**config.mk**
```make
export PLATFORM = sky130hd
export DESIGN_NAME = seq_det_param
export DESIGN_NICKNAME = d
export VERILOG_FILES = /design/src/rtl/seq_det_param.sv
export SDC_FILE = /design/constraint.sdc
export NUM_CORES = 1
export LEC_CHECK = 0
export BUFFER_PORTS_ARGS = -buffer_cell sky130_fd_sc_hd__buf_2
export CORE_AREA = 2 2 39 41
export DETAILED_ROUTE_END_ITERATION = 7
export DIE_AREA = 0 0 41 43
export GPL_ROUTABILITY_DRIVEN = 0
export GPL_TIMING_DRIVEN = 0
export MAX_ROUTING_LAYER = met4
export PLACE_DENSITY = 0.71
export SLEW_MARGIN = 10
export SYNTH_ARGS = -nofsm -noshare
export SYNTH_HDL_FRONTEND = slang
export SYNTH_SLANG_ARGS = --single-unit
```
**constraint.sdc**
```tcl
create_clock -name clk -period 4.61 [get_ports clk]
set_clock_uncertainty 0.1 [all_clocks]
set_input_delay 0.2305 -clock clk [delete_from_list [all_inputs] [get_ports clk]]
set_output_delay 0.2305 -clock clk [all_outputs]
set_load 0.01 [all_outputs]
```
**src/rtl/seq_det_param.sv**
```systemverilog
// Parametrised Moore serial sequence detector with a KMP-derived transition table,
// input enable, saturating match counter and exposed state index.
module seq_det_param #(
   parameter int unsigned PAT_W   = 4,
   parameter logic [15:0] PATTERN = 16'b1101,
   parameter bit          OVERLAP = 1'b1,
   parameter int unsigned CNT_W   = 8,
   parameter int unsigned SW      = $clog2(PAT_W + 1)
) (
   input  logic             clk,
   input  logic             rst,
   input  logic             en,
   input  logic             seq_in,
   input  logic             clr_cnt,
   output logic             det_out,
   output logic [SW-1:0]    state_out,
   output logic [CNT_W-1:0] match_cnt
);

   localparam logic [SW-1:0] S_IDLE = '0;
   localparam logic [SW-1:0] S_FULL = SW'(PAT_W);

   // Table is padded to every encodable state so unreachable codes still index safely.
   localparam int unsigned ROWS  = 2 ** SW;
   localparam int unsigned TBL_W = ROWS * 2 * SW;

   // i-th received pattern bit (MSB of the truncated pattern first).
   function automatic logic pat_bit(input int unsigned i);
      return PATTERN[4'(PAT_W - 1 - i)];
   endfunction

   // Prefix function: longest proper border of the first len pattern bits.
   function automatic int unsigned border(input int unsigned len);
      int unsigned res;
      logic        found;
      logic        ok;
      res   = 0;
      found = 1'b0;
      for (int b = int'(len) - 1; b >= 1; b--) begin
         ok = 1'b1;
         for (int j = 0; j < b; j++) begin
            if (pat_bit(j) != pat_bit(len - b + j)) ok = 1'b0;
         end
         if (ok && !found) begin
            res   = b;
            found = 1'b1;
         end
      end
      return res;
   endfunction

   // Advance from prefix length k on bit b, falling back along the border chain.
   function automatic int unsigned step_from(input int unsigned k, input logic b);
      int unsigned j;
      int unsigned res;
      logic        done;
      j    = k;
      res  = 0;
      done = 1'b0;
      for (int it = 0; it <= 16; it++) begin
         if (!done) begin
            if (j < PAT_W && pat_bit(j) == b) begin
               res  = j + 1;
               done = 1'b1;
            end else if (j == 0) begin
               res  = 0;
               done = 1'b1;
            end else begin
               j = border(j);
            end
         end
      end
      return res;
   endfunction

   function automatic logic [TBL_W-1:0] build_tbl();
      logic [TBL_W-1:0] t;
      int unsigned      kk;
      t = '0;
      for (int unsigned k = 0; k <= PAT_W; k++) begin
         for (int b = 0; b < 2; b++) begin
            if (k == PAT_W) kk = OVERLAP ? border(PAT_W) : 0;
            else            kk = k;
            t = t | (TBL_W'(step_from(kk, b[0])) << ((k * 2 + unsigned'(b)) * SW));
         end
      end
      return t;
   endfunction

   localparam logic [TBL_W-1:0] NEXT_TBL = build_tbl();

   logic [SW-1:0]    state_q, state_d, next_state;
   logic             det_q, det_d;
   logic [CNT_W-1:0] cnt_q, cnt_d;
   logic [SW:0]      row;

   always_comb begin
      row        = {state_q, seq_in};
      next_state = SW'(NEXT_TBL >> (32'(row) * SW));
      state_d    = en ? next_state : state_q;
      det_d      = (state_d == S_FULL);
      cnt_d      = cnt_q;
      if (clr_cnt) begin
         cnt_d = '0;
      end else if (en && next_state == S_FULL && cnt_q != '1) begin
         cnt_d = cnt_q + CNT_W'(1);
      end
   end

   always_ff @(posedge clk or negedge rst) begin
      if (!rst) begin
         state_q <= S_IDLE;
         det_q   <= 1'b0;
         cnt_q   <= '0;
      end else begin
         state_q <= state_d;
         det_q   <= det_d;
         cnt_q   <= cnt_d;
      end
   end

   assign det_out   = det_q;
   assign state_out = state_q;
   assign match_cnt = cnt_q;

endmodule
```
==> impl_summary.txt, run 1 <==
----------------------------------------------------
[Outcome]
  Status ... completed

[Floorplan]
  Core Box Area ... between 1000 and 1500 µm²
  Height of the die ... 43 µm
  Overall die area ... ~1800 µm²
  Starting utilization of the core area ... between 40% and 50%
  Horizontal extent of the die ... 41 µm
  Site row count ... 14
  I/O Pins ... 17

[Critical path]
  Setup crit end kind ... flop
  Highest cell delay on the worst timing path ... a little over 0.5 ns
  Crit path kind ... flop to flop
  Worst-path fanout max ... 4
  Worst Setup Start Kind ... flop
  RR Startpoint ... match_cnt[0]
  Slowest library cell on the worst path ... sky130_fd_sc_hd__or4_1
  Worst setup path startpoint ... match_cnt[0]
  Data arrival time at the worst-slack endpoint ... 1.87 ns
  Critical path cell sequence ... ha_1 -> nand3_1 -> o211ai_4 -> or4_1 -> a21oi_1
  Data required, critical path ... 4.70 ns

[Clock tree]
  Clock buffer depth ... 2
  Clk slew on worst S/H paths ... 0.07 ns
  Cells resized by post-CTS repair ... 0
  CTS buffer count ... 3
  Clk Tree Root Cell ... sky130_fd_sc_hd__clkbuf_4
  Max H-tree Level ... 1
  Clk Latency, worst-skew pair ... 0.27 ns
  Number of sinks handled by clock tree synthesis ... 12
  TritonCTS clock tree ... done

[Global route]
  First-pass GRT wire length ... 2.13 mm
  Maximum number of pins on one net before global-route repair ... 13
  Vias in the first global route ... 493
  Global-route usage over all layers ... 18.4%
  GRT overflow ... 0
  Antenna violations before repair ... 0

[Timing]
  Number of max-slew violations in the final report ... 0
  Maximum operating frequency ... roughly 560 MHz
  Hold violation total from the final report ... 0
  Total negative setup slack ... 0 ns
  Setup-violating endpoint count in the final report ... 0
  Setup repair after global routing missed its margin ... false
  Worst slew slack as a fraction of its limit ... 76.2%
  Time the worst path needs with I/O delays and setup ... approximately 1.8 ns
  Hold slack ... 0.130 ns
  Pin slew with the least headroom to its limit ... 0.358 ns
  Final Cycle Share ... roughly two fifths

[Power and ir drop]
  Pwr/cell area ... 368 nW/µm²
  Standby leakage power ... roughly 0.00038 µW
  Largest voltage drop on the vdd net ... 0.154 mV

[Detailed routing]
  Antenna-violating nets left ... 0
  Met1 wire length ... around 560 µm
  Violation count after the first detailed-route iteration ... 16
  Total via count after detailed routing ... 556
  Drt pass-1 iters ... 4
  Vias per cell ... 5.67
  Detailed route wirelength on metal2 ... 596 µm
  Detailed-route wire length per cell ... 13.0 µm
  Uppermost signal routing layer after detailed routing ... met4
  Wire length on met3 ... 90 µm
  Detailed Route WL ... 1.28 mm
  Remaining DRCs ... 0

[Place]
  IO buf count ... 15
  Detail Placement HPWL ... 920 µm

[Layout]
  Number of inserted diodes ... 0
  Total number of nets in the final design ... 90
  Share of post-route cells with drive strength above 1 ... 26.8%
  Number of filler cells placed in the layout ... 128
  Area Overhead vs Synth ... 20.3%
  End-of-flow core utilization ... approximately 55%

[Logic synthesis]
  Ys Warns ... 0
  Share of the yosys chip area belonging to registers ... between 40% and 50%
  Average instance area after synthesis ... 9.99 µm²
  Area of the mapped netlist ... 629 µm²
  Yosys reg bits ... 12
  Number of distinct library cells after synthesis ... 25
  Net count of the mapped netlist ... 69
  Mapped Cells ... 63

[Worst hold path]
  Hold Path Origin ... en
  Classification of the worst-slack hold path ... input port to flop

[Run]
  Max-capacitance violation count ... 0

----------------------------------------------------
-- cells in the mapped netlist --
| master | number | area, µm² |
|---|---|---|
| sky130_fd_sc_hd__nor3_1 | 1 | 5.00 |
| sky130_fd_sc_hd__ha_1 | 1 | 12.5 |
| sky130_fd_sc_hd__dfrtp_1 | 12 | 300 |
| sky130_fd_sc_hd__nand4_1 | 4 | 25.0 |
| sky130_fd_sc_hd__nand2_1 | 3 | 11.3 |
| sky130_fd_sc_hd__buf_6 | 1 | 11.3 |
| sky130_fd_sc_hd__nand2b_1 | 1 | 6.26 |
| sky130_fd_sc_hd__inv_1 | 4 | 15.0 |
| sky130_fd_sc_hd__buf_1 | 1 | 3.75 |
| sky130_fd_sc_hd__o31ai_1 | 3 | 22.5 |
| sky130_fd_sc_hd__nor2_1 | 4 | 15.0 |
| sky130_fd_sc_hd__a21oi_1 | 5 | 25.0 |
| sky130_fd_sc_hd__and3_1 | 1 | 6.26 |
| sky130_fd_sc_hd__nand3_1 | 3 | 15.0 |
| sky130_fd_sc_hd__a211oi_1 | 1 | 7.51 |
| sky130_fd_sc_hd__mux2i_1 | 2 | 20.0 |
| sky130_fd_sc_hd__and2_1 | 1 | 6.26 |
| sky130_fd_sc_hd__or4_1 | 2 | 15.0 |
| sky130_fd_sc_hd__xor2_1 | 2 | 17.5 |
| sky130_fd_sc_hd__and2b_2 | 1 | 8.76 |
| sky130_fd_sc_hd__o211ai_4 | 1 | 21.3 |
| sky130_fd_sc_hd__o21ai_0 | 4 | 20.0 |
| sky130_fd_sc_hd__and3_4 | 1 | 11.3 |
| sky130_fd_sc_hd__or3_1 | 3 | 18.8 |
| sky130_fd_sc_hd__o221ai_1 | 1 | 8.76 |
-- power by group --
| group | internal [µW] | switching [µW] | total (µW) |
|---|---|---|---|
| sequential | 119 | 19.0 | 138 |
| combinational | 37.0 | 42.9 | 80.0 |
| clock | 30.2 | 31.1 | 61.3 |
| total | 186 | 93.0 | 279 |
-- metal layers --
metal	global-route usage [%]	vias up
li1	-	270
met1	24.0	261
met2	26.3	21
met3	4.71	4
met4	8.00	0
met5	-	-
-- cell families after synthesis --
logic type / synth area share (%)
buffers and inverters: 4.77
adder cells (fa/ha/maj): 1.99
XOR/XNOR: 2.78
AND/OR/NAND/NOR: 22.9
AO/OA/AOI/OAI: 16.7
flip-flops: 47.7
multiplexers: 3.18
-- area by class of cell --
| class | instances | area (µm²) | area share (%) |
|---|---|---|---|
| buffer | 2 | 15.0 | 1.98 |
| clock buffer | 3 | 22.5 | 2.98 |
| inverter | 4 | 15.0 | 1.98 |
| multi-input combinational | 45 | 299 | 39.5 |
| sequential | 12 | 300 | 39.7 |
| tap | 16 | 20.0 | 2.64 |
| timing repair buffer | 16 | 85.1 | 11.2 |
-- repair_timing --
item / CTS / global route
hold buffers: 1 / 0
setup buffers: 0 / 0
hold endpoints to repair: 12 / 0
-- path summary, 6_finish.rpt --
check                                    end  slack (ns)  cells after the start
worst max register to register  match_cnt[7]        2.83                      5
min in group asynchronous       state_out[1]        0.27                      2
max in group asynchronous       match_cnt[4]        3.93                      2
worst min register to register       det_out        0.48                      1
worst max-delay path            match_cnt[7]        2.83                      5
worst min-delay path            state_out[0]        0.13                      2
-- registers in the layout, summed over array words and instances, names as in the netlist --
name,flops
match_cnt,8
det_out,1
state_out,3
-- layout by cell type (no fill, tap or decap), drive strengths merged, types with 4 or more instances in the layout --
master	Yosys	layout
a21oi	5	5
o21ai	4	4
buf	2	17
dfrtp	12	12
inv	4	4
nor2	4	4
nand4	4	4
-- worst max-delay path: cells and delay by family, from the launching register on --
| family | cells | cell delay, ns |
|---|---|---|
| and+or+nand+nor | 2 | 0.68 |
| AOI/OAI and AO/OA | 2 | 0.27 |
| adders and majority gates | 1 | 0.24 |
| DFF | 1 | 0.42 |
-- per-stage QoR --
stage	cells	setup WS, ns	instance area [µm²]	power [µW]
final	98	2.83	757	279
after global routing	98	2.73	757	304
after global placement	94	2.87	724	217
after CTS	98	2.82	757	284
after floorplan	63	2.91	629	192
after detailed placement	94	2.84	724	220
(Power assumes the default switching activity.)
==> inputs of run 2 (changes only) <==
--- a/config.mk
+++ b/config.mk
@@ -6,13 +6,13 @@
 export NUM_CORES = 1
 export LEC_CHECK = 0
 export BUFFER_PORTS_ARGS = -buffer_cell sky130_fd_sc_hd__buf_2
-export CORE_AREA = 2 2 39 41
+export CORE_MARGIN = 2
+export CORE_UTILIZATION = 44
 export DETAILED_ROUTE_END_ITERATION = 7
-export DIE_AREA = 0 0 41 43
 export GPL_ROUTABILITY_DRIVEN = 0
 export GPL_TIMING_DRIVEN = 0
 export MAX_ROUTING_LAYER = met4
-export PLACE_DENSITY = 0.71
+export PLACE_DENSITY = 0.69
 export SLEW_MARGIN = 10
 export SYNTH_ARGS = -nofsm -noshare
 export SYNTH_HDL_FRONTEND = slang
==> constraint.sdc (replaced) <==
create_clock -name clk -period 1.6 [get_ports clk]
set_clock_uncertainty 0.1 [all_clocks]
set_input_delay 0.08 -clock clk [delete_from_list [all_inputs] [get_ports clk]]
set_output_delay 0.08 -clock clk [all_outputs]
set_load 0.01 [all_outputs]
==> run 2 against run 1 <==
Register-to-register slack got worse by 2.8 ns. Design area rose by 14%. Count of clock-buffer cells in the layout rose by 1. Die area fell by 0.80%. Wire length rose by 8.2%.
==> impl_summary.txt, run 2 (synthesized netlist as in run 1, its figures left out) <==
----------------------------------------------------
[Floorplan]
  Site row count ... 13
  I/O Pins ... 17
  Starting utilization of the core area ... 47.8%
  Height of the die ... around 42 µm
  Horizontal extent of the die ... approximately 42 µm
  Core Box Area ... about 1300 µm²
  Overall die area ... about 1700 µm²

[Timing]
  Setup-violating endpoint count in the final report ... 0
  Time the worst path needs with I/O delays and setup ... about 1.6 ns
  Final Cycle Share ... between 90% and 100%
  Pin slew with the least headroom to its limit ... 0.433 ns
  Hold violation total from the final report ... 0
  Worst slew slack as a fraction of its limit ... 71.2%
  Maximum operating frequency ... 632 MHz
  Setup repair after global routing missed its margin ... true
  Number of max-slew violations in the final report ... 0

[Layout]
  Share of post-route cells with drive strength above 1 ... 41.1%
  Max reg flops ... 8
  Area Overhead vs Synth ... 37.4%
  Number of inserted diodes ... 0
  Number of filler cells placed in the layout ... 113
  Highest-count cells in the layout ignoring fill and taps ... sky130_fd_sc_hd__buf_2 (16), sky130_fd_sc_hd__dfrtp_1 (9), sky130_fd_sc_hd__buf_4 (5)
  Leading cell type in the layout, fill and taps excluded ... sky130_fd_sc_hd__buf_2
  Total number of nets in the final design ... 97
  Fin cells ... 105

[Detailed routing]
  Antenna-violating nets left ... 0
  Remaining DRCs ... 0
  Drt pass-1 iters ... 4
  Detailed Route WL ... 1.38 mm
  Violation count after the first detailed-route iteration ... 8
  Total via count after detailed routing ... between 500 and 600
  Vias per cell ... 5.48
  Detailed-route wire length per cell ... 13.1 µm

[Clock tree]
  Clk slew on worst S/H paths ... 0.07 ns
  Clock buffer depth ... 2
  Number of sinks handled by clock tree synthesis ... 12
  Clk Tree Root Cell ... sky130_fd_sc_hd__clkbuf_4
  Max H-tree Level ... 1
  TritonCTS clock tree ... done
  CTS buffer count ... 3
  Clk Latency, worst-skew pair ... 0.27 ns

[Critical path]
  Depth of the worst register-to-register path ... 5
  Highest cell delay on the worst timing path ... 0.50 ns
  Top Family by Delay on Critical Path ... simple AND/OR/NAND/NOR gates
  Worst setup path startpoint ... match_cnt[0]
  Slowest library cell on the worst path ... sky130_fd_sc_hd__or4_1
  Data arrival time at the worst-slack endpoint ... 1.68 ns
  Reg2Reg Setup Slack ... 0.02 ns
  Critical path cell sequence ... ha_4 -> nand3_4 -> o211ai_4 -> or4_1 -> a21oi_1
  Crit path kind ... flop to flop
  Worst Setup Start Kind ... flop
  Data required, critical path ... 1.69 ns
  Setup crit end kind ... flop
  Crit Reg-Reg Endpoint ... match_cnt[7]
  Worst-path fanout max ... 4
  RR Startpoint ... match_cnt[0]
  Buffers plus inverters on the worst setup path ... 0

[Global route]
  Maximum number of pins on one net before global-route repair ... 13
  Vias in the first global route ... 488
  GRT overflow ... 0
  Antenna violations before repair ... 0
  First-pass GRT wire length ... 2.13 mm
  Global-route usage over all layers ... 17.1%

[Power and ir drop]
  Psw ... 285 µW
  Pwr Total ... a little under 900 µW
  Internal Dissipation ... slightly above 600 µW
  Proportion of power drawn by combinational gates ... 29.4%
  Standby leakage power ... 0.000413 µW
  Largest voltage drop on the vdd net ... between 0.6 and 0.7 mV
  Clock share of power ... 26.3%
  Fraction of power spent switching nets ... 31.9%
  Pwr/cell area ... 1030 nW/µm²
  Sequential power share ... approximately 44%

[Run]
  Max-capacitance violation count ... 0

[Place]
  IO buf count ... 15
  Detail Placement HPWL ... roughly 880 µm
  Placed insts ... 93

[Worst hold path]
  Depth of the worst hold-timing path ... 2
  Classification of the worst-slack hold path ... input port to flop
  End point of the most critical hold path ... state_out[1]
  Hold Path Origin ... en

[Outcome]
  Status ... completed

----------------------------------------------------
## run 2: changes by cell type in the layout (fill, tap and decap cells not counted), moves of 2 or more
| cell | delta |
|---|---|
| sky130_fd_sc_hd__nand3_1 | -2 |
| sky130_fd_sc_hd__dfrtp_1 | -3 |
| sky130_fd_sc_hd__buf_4 | +5 |
| sky130_fd_sc_hd__dfrtp_2 | +3 |
## run 2: worst max path at each step
stage	endpoint	slack, ns	depth (start not counted)
after global placement	match_cnt[7]	0.002	5
after CTS	match_cnt[3]	0.01	6
after floorplan	match_cnt[5]	0.009	5
after global routing	match_cnt[7]	-0.04	5
final	match_cnt[7]	0.02	5
after detailed placement	match_cnt[3]	-0.03	6
## run 2: timing repair
action                                 4_1_cts  5_1_grt
setup endpoints to repair                    3        5
gates cloned                                 0        1
resized for setup                            1        7
setup buffers                                3        2
hold buffers                                 2        0
pin swaps                                    3        2
endpoints found under the hold margin       13        0
## run 2: stage by stage
stage               util (%)  setup TNS, ns  hold slack, ns  area [µm²]  worst slack [ns]
finish                  65.6              0          0.0136         865            0.0173
global route            65.6        -0.0438          0.0223         865           -0.0353
CTS                     62.0              0         0.00896         817            0.0137
detailed placement      55.5        -0.0608          -0.129         731           -0.0349
global placement        55.5              0          -0.131         731           0.00200
floorplan                  -              0          -0.316         637           0.00882
## run 2: area by class of cell
cell class | instances | area, µm² | share of cell area [%]
multi-input combinational | 45 | 338 | 39.1
inverter | 4 | 15.0 | 1.74
sequential | 12 | 304 | 35.2
tap | 15 | 18.8 | 2.17
clock buffer | 4 | 36.3 | 4.20
timing repair buffer | 23 | 138 | 15.9
buffer | 2 | 15.0 | 1.74
## run 2: power by group through the flow
| stage | clock [µW] | sequential, µW | combinational [µW] |
|---|---|---|---|
| final | 235 | 395 | 263 |
| after global routing | 255 | 403 | 289 |
| after CTS | 242 | 388 | 260 |
| after detailed placement | 0 | 401 | 234 |
| after global placement | 0 | 397 | 227 |
| after floorplan | 0 | 411 | 143 |
## run 2: routing by layer
layer | routed length [µm] | GRT usage (%)
met4 | 13 | 5.81
met5 | 0 | -
met1 | 659 | 19.5
met2 | 641 | 26.6
met3 | 66 | 7.83
## run 2: worst register-to-register path: cells and delay by family, from the launching register on
kind	cells	cell delay (ns)
flip-flops	1	0.42
AND/OR/NAND/NOR	2	0.58
adder cells (fa/ha/maj)	1	0.19
AO/OA/AOI/OAI	2	0.23
